File: src/rtl/qq_pkg.sv
// -----------------------------------------------------------------------------
// qq_pkg: shared types and constants for the Quick Priority Queue fill path.
//   fill_state_t : fill sequencer state encoding
//   KW_DEF/AW_DEF: default key width / lower-level store address width
//   FILL_N       : number of top-bank slots written per fill burst
// -----------------------------------------------------------------------------
package qq_pkg;

    localparam int KW_DEF = 16;
    localparam int AW_DEF = 8;
    localparam int FILL_N = 3;

    typedef enum logic [2:0] {
        IDLE  = 3'd0,
        REQ   = 3'd1,
        WAIT  = 3'd2,
        WRITE = 3'd3,
        CHECK = 3'd4,
        DONE  = 3'd5
    } fill_state_t;

endpackage

File: src/rtl/qq_fill_ctrl_if.sv
// -----------------------------------------------------------------------------
// qq_fill_ctrl_if: bundles the requester, lower-level store, top-bank and
// fill-counter signals of the fill sequencer.
//   modport master : the fill sequencer (drives ack/done, rd_*, wr_*, fill_*)
//   modport slave  : the environment (requester, key store, bank, counter)
//
// Handshakes:
//   fill_req is held high until fill_ack (a one-cycle pulse); fill_base is
//   sampled in the fill_ack cycle. fill_done is a one-cycle pulse and
//   fill_short/fill_err are only meaningful in that cycle. rd_en is a
//   one-cycle strobe; rd_valid answers it one or more cycles later, with
//   rd_empty/rd_data valid in the rd_valid cycle only.
// -----------------------------------------------------------------------------
interface qq_fill_ctrl_if
    import qq_pkg::*;
#(
    parameter int KW     = KW_DEF,
    parameter int AW     = AW_DEF,
    parameter int SLOT_W = 2
);
    logic              fill_req;
    logic [AW-1:0]     fill_base;
    logic              fill_ack;
    logic              fill_done;
    logic              fill_short;
    logic              fill_err;
    logic              rd_en;
    logic [AW-1:0]     rd_addr;
    logic              rd_valid;
    logic              rd_empty;
    logic [KW-1:0]     rd_data;
    logic              wr_en;
    logic [SLOT_W-1:0] wr_slot;
    logic [KW-1:0]     wr_data;
    logic              fill_cnt;
    logic              fill_rst;
    logic              cnt_done;

    modport master (
        input  fill_req, fill_base, rd_valid, rd_empty, rd_data, cnt_done,
        output fill_ack, fill_done, fill_short, fill_err, rd_en, rd_addr,
               wr_en, wr_slot, wr_data, fill_cnt, fill_rst
    );

    modport slave (
        output fill_req, fill_base, rd_valid, rd_empty, rd_data, cnt_done,
        input  fill_ack, fill_done, fill_short, fill_err, rd_en, rd_addr,
               wr_en, wr_slot, wr_data, fill_cnt, fill_rst
    );
endinterface

File: src/rtl/qq_fill_wdog.sv
// -----------------------------------------------------------------------------
// qq_fill_wdog: read-wait watchdog for the fill sequencer (used only when
// QQ_FILL_TIMEOUT_EN is defined).
//   clk, rst  : clock, async active-high reset
//   i_clr     : clear the cycle count (asserted the cycle before a wait)
//   i_en      : count this cycle (asserted while waiting)
//   o_expire  : high in the TMO-th consecutive enabled cycle
// -----------------------------------------------------------------------------
module qq_fill_wdog #(
    parameter int TMO = 15
) (
    input  logic clk,
    input  logic rst,
    input  logic i_clr,
    input  logic i_en,
    output logic o_expire
);
    localparam int CW = $clog2(TMO + 1);

    logic [CW-1:0] r_cnt;

    // Count holds at TMO so a stalled enable can never wrap back to expiry.
    always_ff @(posedge clk or posedge rst) begin
        if (rst) begin
            r_cnt <= '0;
        end else if (i_clr) begin
            r_cnt <= '0;
        end else if (i_en && (r_cnt != CW'(TMO))) begin
            r_cnt <= r_cnt + CW'(1);
        end
    end

    // r_cnt is 0 in the first enabled cycle, so TMO-1 marks the TMO-th one.
    assign o_expire = i_en && (r_cnt == CW'(TMO - 1));
endmodule

File: src/rtl/qq_fill_ctrl.sv
// -----------------------------------------------------------------------------
// qq_fill_ctrl: fill sequencer for the Quick Priority Queue. On a refill
// request it reads up to FILL_N keys from the lower-level key store, one at a
// time, and writes them into top-bank slots 0..2, pulsing the fill counter per
// write and ending the burst on the counter's cnt_done.
//   clk, rst : clock, async active-high reset
//   bus      : qq_fill_ctrl_if.master (request, store read, bank write,
//              fill counter)
//   o_state  : current sequencer state, for observation
// Optional: define QQ_FILL_TIMEOUT_EN to abort a read that gets no rd_valid
// within TMO cycles (fill_err=1); otherwise the read waits indefinitely.
// -----------------------------------------------------------------------------
module qq_fill_ctrl
    import qq_pkg::*;
#(
    parameter int KW     = KW_DEF,
    parameter int AW     = AW_DEF,
    parameter int SLOT_W = 2,
    parameter int TMO    = 15
) (
    input  logic           clk,
    input  logic           rst,
    qq_fill_ctrl_if.master bus,
    output fill_state_t    o_state
);
    fill_state_t       r_state;
    fill_state_t       w_next;
    logic [AW-1:0]     r_addr;
    logic [SLOT_W-1:0] r_offset;
    logic [KW-1:0]     r_data;
    logic              r_short;
    logic              r_err;
    logic              r_last;   // the write at the final slot has happened

    logic w_ack, w_done, w_rd_en, w_wr_en, w_fill_rst, w_expire;

`ifdef QQ_FILL_TIMEOUT_EN
    qq_fill_wdog #(.TMO(TMO)) u_wdog (
        .clk      (clk),
        .rst      (rst),
        .i_clr    (r_state == REQ),
        .i_en     (r_state == WAIT),
        .o_expire (w_expire)
    );
`else
    logic w_unused_tmo;
    assign w_unused_tmo = (TMO > 0);
    assign w_expire     = 1'b0;
`endif

    always_ff @(posedge clk or posedge rst) begin
        if (rst) r_state <= IDLE;
        else     r_state <= w_next;
    end

    // IDLE's accept is gated by rst: the state is forced to IDLE while rst is
    // high and a pending fill_req must not leak out as ack/fill_rst then.
    always_comb begin
        w_next     = r_state;
        w_ack      = 1'b0;
        w_done     = 1'b0;
        w_rd_en    = 1'b0;
        w_wr_en    = 1'b0;
        w_fill_rst = 1'b0;
        case (r_state)
            IDLE: begin
                if (bus.fill_req && !rst) begin
                    w_ack      = 1'b1;
                    w_fill_rst = 1'b1;
                    w_next     = REQ;
                end
            end
            REQ: begin
                w_rd_en = 1'b1;
                w_next  = WAIT;
            end
            WAIT: begin
                if (bus.rd_valid) w_next = bus.rd_empty ? DONE : WRITE;
                else if (w_expire) w_next = DONE;
            end
            WRITE: begin
                w_wr_en = 1'b1;
                w_next  = CHECK;
            end
            CHECK: begin
                // A missing cnt_done after the last slot is a counter fault.
                if (bus.cnt_done || r_last) w_next = DONE;
                else                        w_next = REQ;
            end
            DONE: begin
                w_done     = 1'b1;
                w_fill_rst = 1'b1;
                w_next     = IDLE;
            end
            default: w_next = IDLE;
        endcase
    end

    always_ff @(posedge clk or posedge rst) begin
        if (rst) begin
            r_addr   <= '0;
            r_offset <= '0;
            r_data   <= '0;
            r_short  <= 1'b0;
            r_err    <= 1'b0;
            r_last   <= 1'b0;
        end else begin
            case (r_state)
                IDLE: begin
                    if (bus.fill_req) begin
                        r_addr   <= bus.fill_base;
                        r_offset <= '0;
                        r_short  <= 1'b0;
                        r_err    <= 1'b0;
                        r_last   <= 1'b0;
                    end
                end
                WAIT: begin
                    if (bus.rd_valid) begin
                        if (bus.rd_empty) r_short <= 1'b1;
                        else              r_data  <= bus.rd_data;
                    end else if (w_expire) begin
                        r_err <= 1'b1;
                    end
                end
                WRITE: begin
                    r_addr <= r_addr + AW'(1);
                    if (r_offset == SLOT_W'(FILL_N - 1)) r_last <= 1'b1;
                    else                                 r_offset <= r_offset + SLOT_W'(1);
                end
                CHECK: begin
                    if (!bus.cnt_done && r_last) r_err <= 1'b1;
                end
                default: ;
            endcase
        end
    end

    assign bus.fill_ack   = w_ack;
    assign bus.fill_done  = w_done;
    assign bus.fill_short = w_done & r_short;
    assign bus.fill_err   = w_done & r_err;
    assign bus.rd_en      = w_rd_en;
    assign bus.rd_addr    = w_rd_en ? r_addr : '0;
    assign bus.wr_en      = w_wr_en;
    assign bus.wr_slot    = w_wr_en ? r_offset : '0;
    assign bus.wr_data    = w_wr_en ? r_data : '0;
    assign bus.fill_cnt   = w_wr_en;
    assign bus.fill_rst   = w_fill_rst;
    assign o_state        = r_state;
endmodule
File: src/flat_wrapper.sv
// flat-port wrapper written by rule: the top's interface ports become plain ports
module qq_fill_ctrl_flat import qq_pkg::*;
#(
    parameter int KW     = KW_DEF,
    parameter int AW     = AW_DEF,
    parameter int SLOT_W = 2,
    parameter int TMO    = 15
)
  (clk, rst, o_state, bus_fill_req, bus_fill_base, bus_rd_valid, bus_rd_empty, bus_rd_data, bus_cnt_done, bus_fill_ack, bus_fill_done, bus_fill_short, bus_fill_err, bus_rd_en, bus_rd_addr, bus_wr_en, bus_wr_slot, bus_wr_data, bus_fill_cnt, bus_fill_rst);
  qq_fill_ctrl_if #(.KW(KW), .AW(AW), .SLOT_W(SLOT_W)) bus_i ();
  input  logic clk;
  input  logic rst;
  output fill_state_t o_state;
  input wire logic [$bits(bus_i.fill_req)-1:0] bus_fill_req;
  input wire logic [$bits(bus_i.fill_base)-1:0] bus_fill_base;
  input wire logic [$bits(bus_i.rd_valid)-1:0] bus_rd_valid;
  input wire logic [$bits(bus_i.rd_empty)-1:0] bus_rd_empty;
  input wire logic [$bits(bus_i.rd_data)-1:0] bus_rd_data;
  input wire logic [$bits(bus_i.cnt_done)-1:0] bus_cnt_done;
  output wire logic [$bits(bus_i.fill_ack)-1:0] bus_fill_ack;
  output wire logic [$bits(bus_i.fill_done)-1:0] bus_fill_done;
  output wire logic [$bits(bus_i.fill_short)-1:0] bus_fill_short;
  output wire logic [$bits(bus_i.fill_err)-1:0] bus_fill_err;
  output wire logic [$bits(bus_i.rd_en)-1:0] bus_rd_en;
  output wire logic [$bits(bus_i.rd_addr)-1:0] bus_rd_addr;
  output wire logic [$bits(bus_i.wr_en)-1:0] bus_wr_en;
  output wire logic [$bits(bus_i.wr_slot)-1:0] bus_wr_slot;
  output wire logic [$bits(bus_i.wr_data)-1:0] bus_wr_data;
  output wire logic [$bits(bus_i.fill_cnt)-1:0] bus_fill_cnt;
  output wire logic [$bits(bus_i.fill_rst)-1:0] bus_fill_rst;
  assign bus_i.fill_req = bus_fill_req;
  assign bus_i.fill_base = bus_fill_base;
  assign bus_i.rd_valid = bus_rd_valid;
  assign bus_i.rd_empty = bus_rd_empty;
  assign bus_i.rd_data = bus_rd_data;
  assign bus_i.cnt_done = bus_cnt_done;
  assign bus_fill_ack = bus_i.fill_ack;
  assign bus_fill_done = bus_i.fill_done;
  assign bus_fill_short = bus_i.fill_short;
  assign bus_fill_err = bus_i.fill_err;
  assign bus_rd_en = bus_i.rd_en;
  assign bus_rd_addr = bus_i.rd_addr;
  assign bus_wr_en = bus_i.wr_en;
  assign bus_wr_slot = bus_i.wr_slot;
  assign bus_wr_data = bus_i.wr_data;
  assign bus_fill_cnt = bus_i.fill_cnt;
  assign bus_fill_rst = bus_i.fill_rst;
  qq_fill_ctrl #(.KW(KW), .AW(AW), .SLOT_W(SLOT_W), .TMO(TMO)) u_core (.clk(clk), .rst(rst), .bus(bus_i), .o_state(o_state));
endmodule
File: config.mk
export PLATFORM = sky130hd
export DESIGN_NAME = qq_fill_ctrl_flat
export DESIGN_NICKNAME = d
export VERILOG_FILES = /design/src/rtl/qq_pkg.sv /design/src/rtl/qq_fill_ctrl_if.sv /design/src/rtl/qq_fill_wdog.sv /design/src/rtl/qq_fill_ctrl.sv /design/src/flat_wrapper.sv
export SDC_FILE = /design/constraint.sdc
export NUM_CORES = 1
export LEC_CHECK = 0
export BUFFER_PORTS_ARGS = -buffer_cell sky130_fd_sc_hd__buf_4
export CAP_MARGIN = 30
export CORE_MARGIN = 8
export CORE_UTILIZATION = 25
export DETAILED_ROUTE_END_ITERATION = 12
export GPL_TIMING_DRIVEN = 0
export PLACE_DENSITY_LB_ADDON = 0.12
export SLEW_MARGIN = 5
export SYNTH_ARGS = -nofsm -noshare
export SYNTH_HDL_FRONTEND = slang
export SYNTH_HIERARCHICAL = 1
export SYNTH_SLANG_ARGS = --single-unit
File: constraint.sdc
create_clock -name clk -period 4.7 [get_ports clk]
set_input_delay 0.235 -clock clk [delete_from_list [all_inputs] [get_ports clk]]
set_output_delay 0.235 -clock clk [all_outputs]
set_load 0.005 [all_outputs]
==> out/metrics.csv <==
stage;metric;value;unit
run_status;outcome;completed;
timing;unrepaired setup endpoints after global routing;false;
worst_setup_path;critical path, cell by cell;nand3b_1 > inv_1 > clkbuf_1 > and2_1 > buf_4;
placed_design;post-DP HPWL;3.52;mm
die;cell row count;30;
timing;Setup-failing EPs final;0;
power_and_ir_drop;power per standard cell area;542;mW/mm^2
logic_synthesis;Area contributors post-synth;dfrtp_1 (45%), and2_1 (9.1%), mux2_4 (8.4%), mux2_2 (3.8%), buf_6 (2.5%);
logic_synthesis;top-area cell type share of the netlist area;45.0;%
route;post-route ant nets;0;
clocking;TritonCTS clock tree;built;
worst_setup_path;class of the most critical setup path;reg2out;
final_layout;post-route insts no fill;329;
grt;total track usage;9.61;%
die;Initial Utilization;26.1;%
die;top-level port count;67;
worst_setup_path;CP startpoint kind;flip-flop;
logic_synthesis;EDFF count, synth;0;
logic_synthesis;Distinct cells, synth;42;
logic_synthesis;Ys Warns;6;
timing;Tmin final;2160;ps
final_layout;ant diodes;0;
logic_synthesis;#FFs+latches synth;32;
worst_setup_path;Critical Path RT;4470;ps
clocking;Worst-path clk slew;70;ps
logic_synthesis;syn_area_per_cell;11.2;sq um
clocking;quantity of gates resized following cts;0;
grt;first-pass GRT wire length;7.62;mm
clocking;CTS H-Tree Depth;2;
route;initial DRC count;93;
logic_synthesis;synthesized area;0.00178;sq mm
power_and_ir_drop;maximum VDD drop;0.153;mV
logic_synthesis;Synth Instances;159;
worst_setup_path;CP max stage cell;dfrtp_1;
logic_synthesis;Synth Flop Type;dfrtp_1;
logic_synthesis;post-synth top area cell;dfrtp_1;
min_path;Hold Crit Class;in2async;
grt;vias in the first global route;1551;
timing;Pins Over Slew Limit;0;
die;die width;100;microns
clocking;maximum clock path buffer count;2;
worst_setup_path;max incr delay on CP;490;ps
die;DIE AREA;0.0101;sq mm
logic_synthesis;syn nets;191;
final_layout;Nets;264;
final_layout;fillers;716;
timing;final period utilization;45.9;%
clocking;Clock Root Buffer;clkbuf_8;
logic_synthesis;Seq/Total Area, Yosys;45.0;%
route;Vias/cell;4.43;
timing;Slew @ Worst Pin;715;ps
worst_setup_path;Top delay family on crit path;buffers and inverters;
timing;post-route setup slack;2540;ps
route;drt pass-1 iters;4;
route;Residual DRC;0;
clocking;clk_lat worst skew;290;ps
route;Routed WL per cell;14.6;microns
placed_design;dpl ws;2780;ps
logic_synthesis;count leader, synth;dfrtp_1;
grt;largest net degree at the start of global routing;33;
worst_setup_path;R2R setup slack;2880;ps
placed_design;Inst Count DP;321;
clocking;TritonCTS Buffers;5;
worst_setup_path;CP Buf/Inv Count;3;
run;# Max-Cap Violations;0;
logic_synthesis;Post-synth top cells;dfrtp_1 (32), and2_1 (26), mux2_4 (10), nor2_1 (10);
final_layout;layout cell share with drive strength beyond 1;44.2;%
timing;Max Fclk;464;MHz
placed_design;GP Congestion;0.681;
route;Vias;1459;
clocking;# hold bufs at CTS;0;
timing;final hold viol count;0;
timing;setup tns final;0;ps
timing;Max-slew headroom;52.3;%
grt;Congestion Overflow GR;0;
clocking;number of clock sinks;32;
die;Die H;100;microns
clocking;post-CTS setup buffers;0;
timing;Worst Skew;11.0;ps
die;Core Footprint;0.00683;sq mm
worst_setup_path;crit end category;primary output;
power_and_ir_drop;LEAKAGE;1.21;nW
grt;initial antenna violation count;0;
logic_synthesis;ys async rst share;100;%
worst_setup_path;crit path max fanout;11;
worst_setup_path;Critical Path AT;1920;ps
final_layout;synth-to-layout area growth;39.8;%
placed_design;Port Buffers;66;
route;Detailed Route WL;4.80;mm
## final cells by class
cell class	instances	area [sq um]	area share, %
sequential	32	801	32.2
tap	96	120	4.83
multi-input combinational	112	873	35.1
buffer	10	87.6	3.52
clock buffer	6	82.6	3.32
timing repair buffer	66	495	19.9
inverter	5	18.8	0.754
clock inverter	2	10.0	0.402
## per-layer routing
layer,vias up,track usage [%],part of all wire [%]
met5,-,0,0
met1,694,11.3,45
met3,6,5.05,10
li1,710,-,-
met2,49,14.7,44
met4,0,3.14,1.1
## registers in the layout (all words and copies together) (netlist names)
register,flops
u_core/r_data,16
u_core/r_addr,8
u_core/o_state,3
u_core/r_offset,2
u_core/r_err,1
u_core/r_last,1
u_core/r_short,1
## where the power goes
group	internal [mW]	switching [mW]
registers	0.405	0.0992
logic	0.354	0.267
clock network	0.117	0.106
total	0.876	0.472
## kinds of logic (layout without fill, tap and decap cells)
family                   Yosys count  after routing  share of synthesized area [%]
buffers and inverters             15             89                           5.97
adder cells (fa/ha/maj)            2              2                           1.41
flip-flops                        32             32                           45.0
multiplexers                      20             20                           14.5
AND/OR/NAND/NOR                   64             64                           22.1
AO/OA/AOI/OAI                     26             26                           11.0
## worst register-to-register path, cell delays in order, from the launching register on
cell and delay [ps]:
dfrtp_1 490, nor4bb_1 440, and2b_1 200, buf_6 140, buf_12 150, mux2_4 300
## layout by cell type, fill, tap and decap left out, types with 5 or more instances in the layout
master    instances
nor2_1           10
clkbuf_8          6
mux2_4           10
a21oi_1           5
nand2_1           6
dfrtp_1          32
buf_4            67
and2_1           26
o211ai_1          5
mux2_2            6
## final timing paths
kind,startpoint,end,cells after the start
max in group asynchronous,rst,u_core/r_err$_DFFE_PP0P_,2
min in group clk,bus_rd_data[4],u_core/r_data[4]$_DFFE_PP0P_,2
max reg2reg,u_core/o_state[2]$_DFFE_PP0P_,u_core/r_data[2]$_DFFE_PP0P_,5
max,u_core/o_state[2]$_DFFE_PP0P_,bus_wr_data[8],5
min reg2reg,u_core/r_offset[0]$_DFFE_PP0P_,u_core/r_offset[0]$_DFFE_PP0P_,1
min,rst,u_core/r_data[12]$_DFFE_PP0P_,2
## per-stage QoR
step	cell area [sq um]	hold slack, ps	total power, mW	util (%)
3_3_place_gp	2400	466	1.13	35.1
6_report	2490	82.3	1.35	36.4
5_1_grt	2490	148	1.46	36.4
2_1_floorplan	1780	351	0.893	-
4_1_cts	2490	115	1.37	36.4
3_5_place_dp	2400	433	1.14	35.1
(Power assumes the default switching activity.)
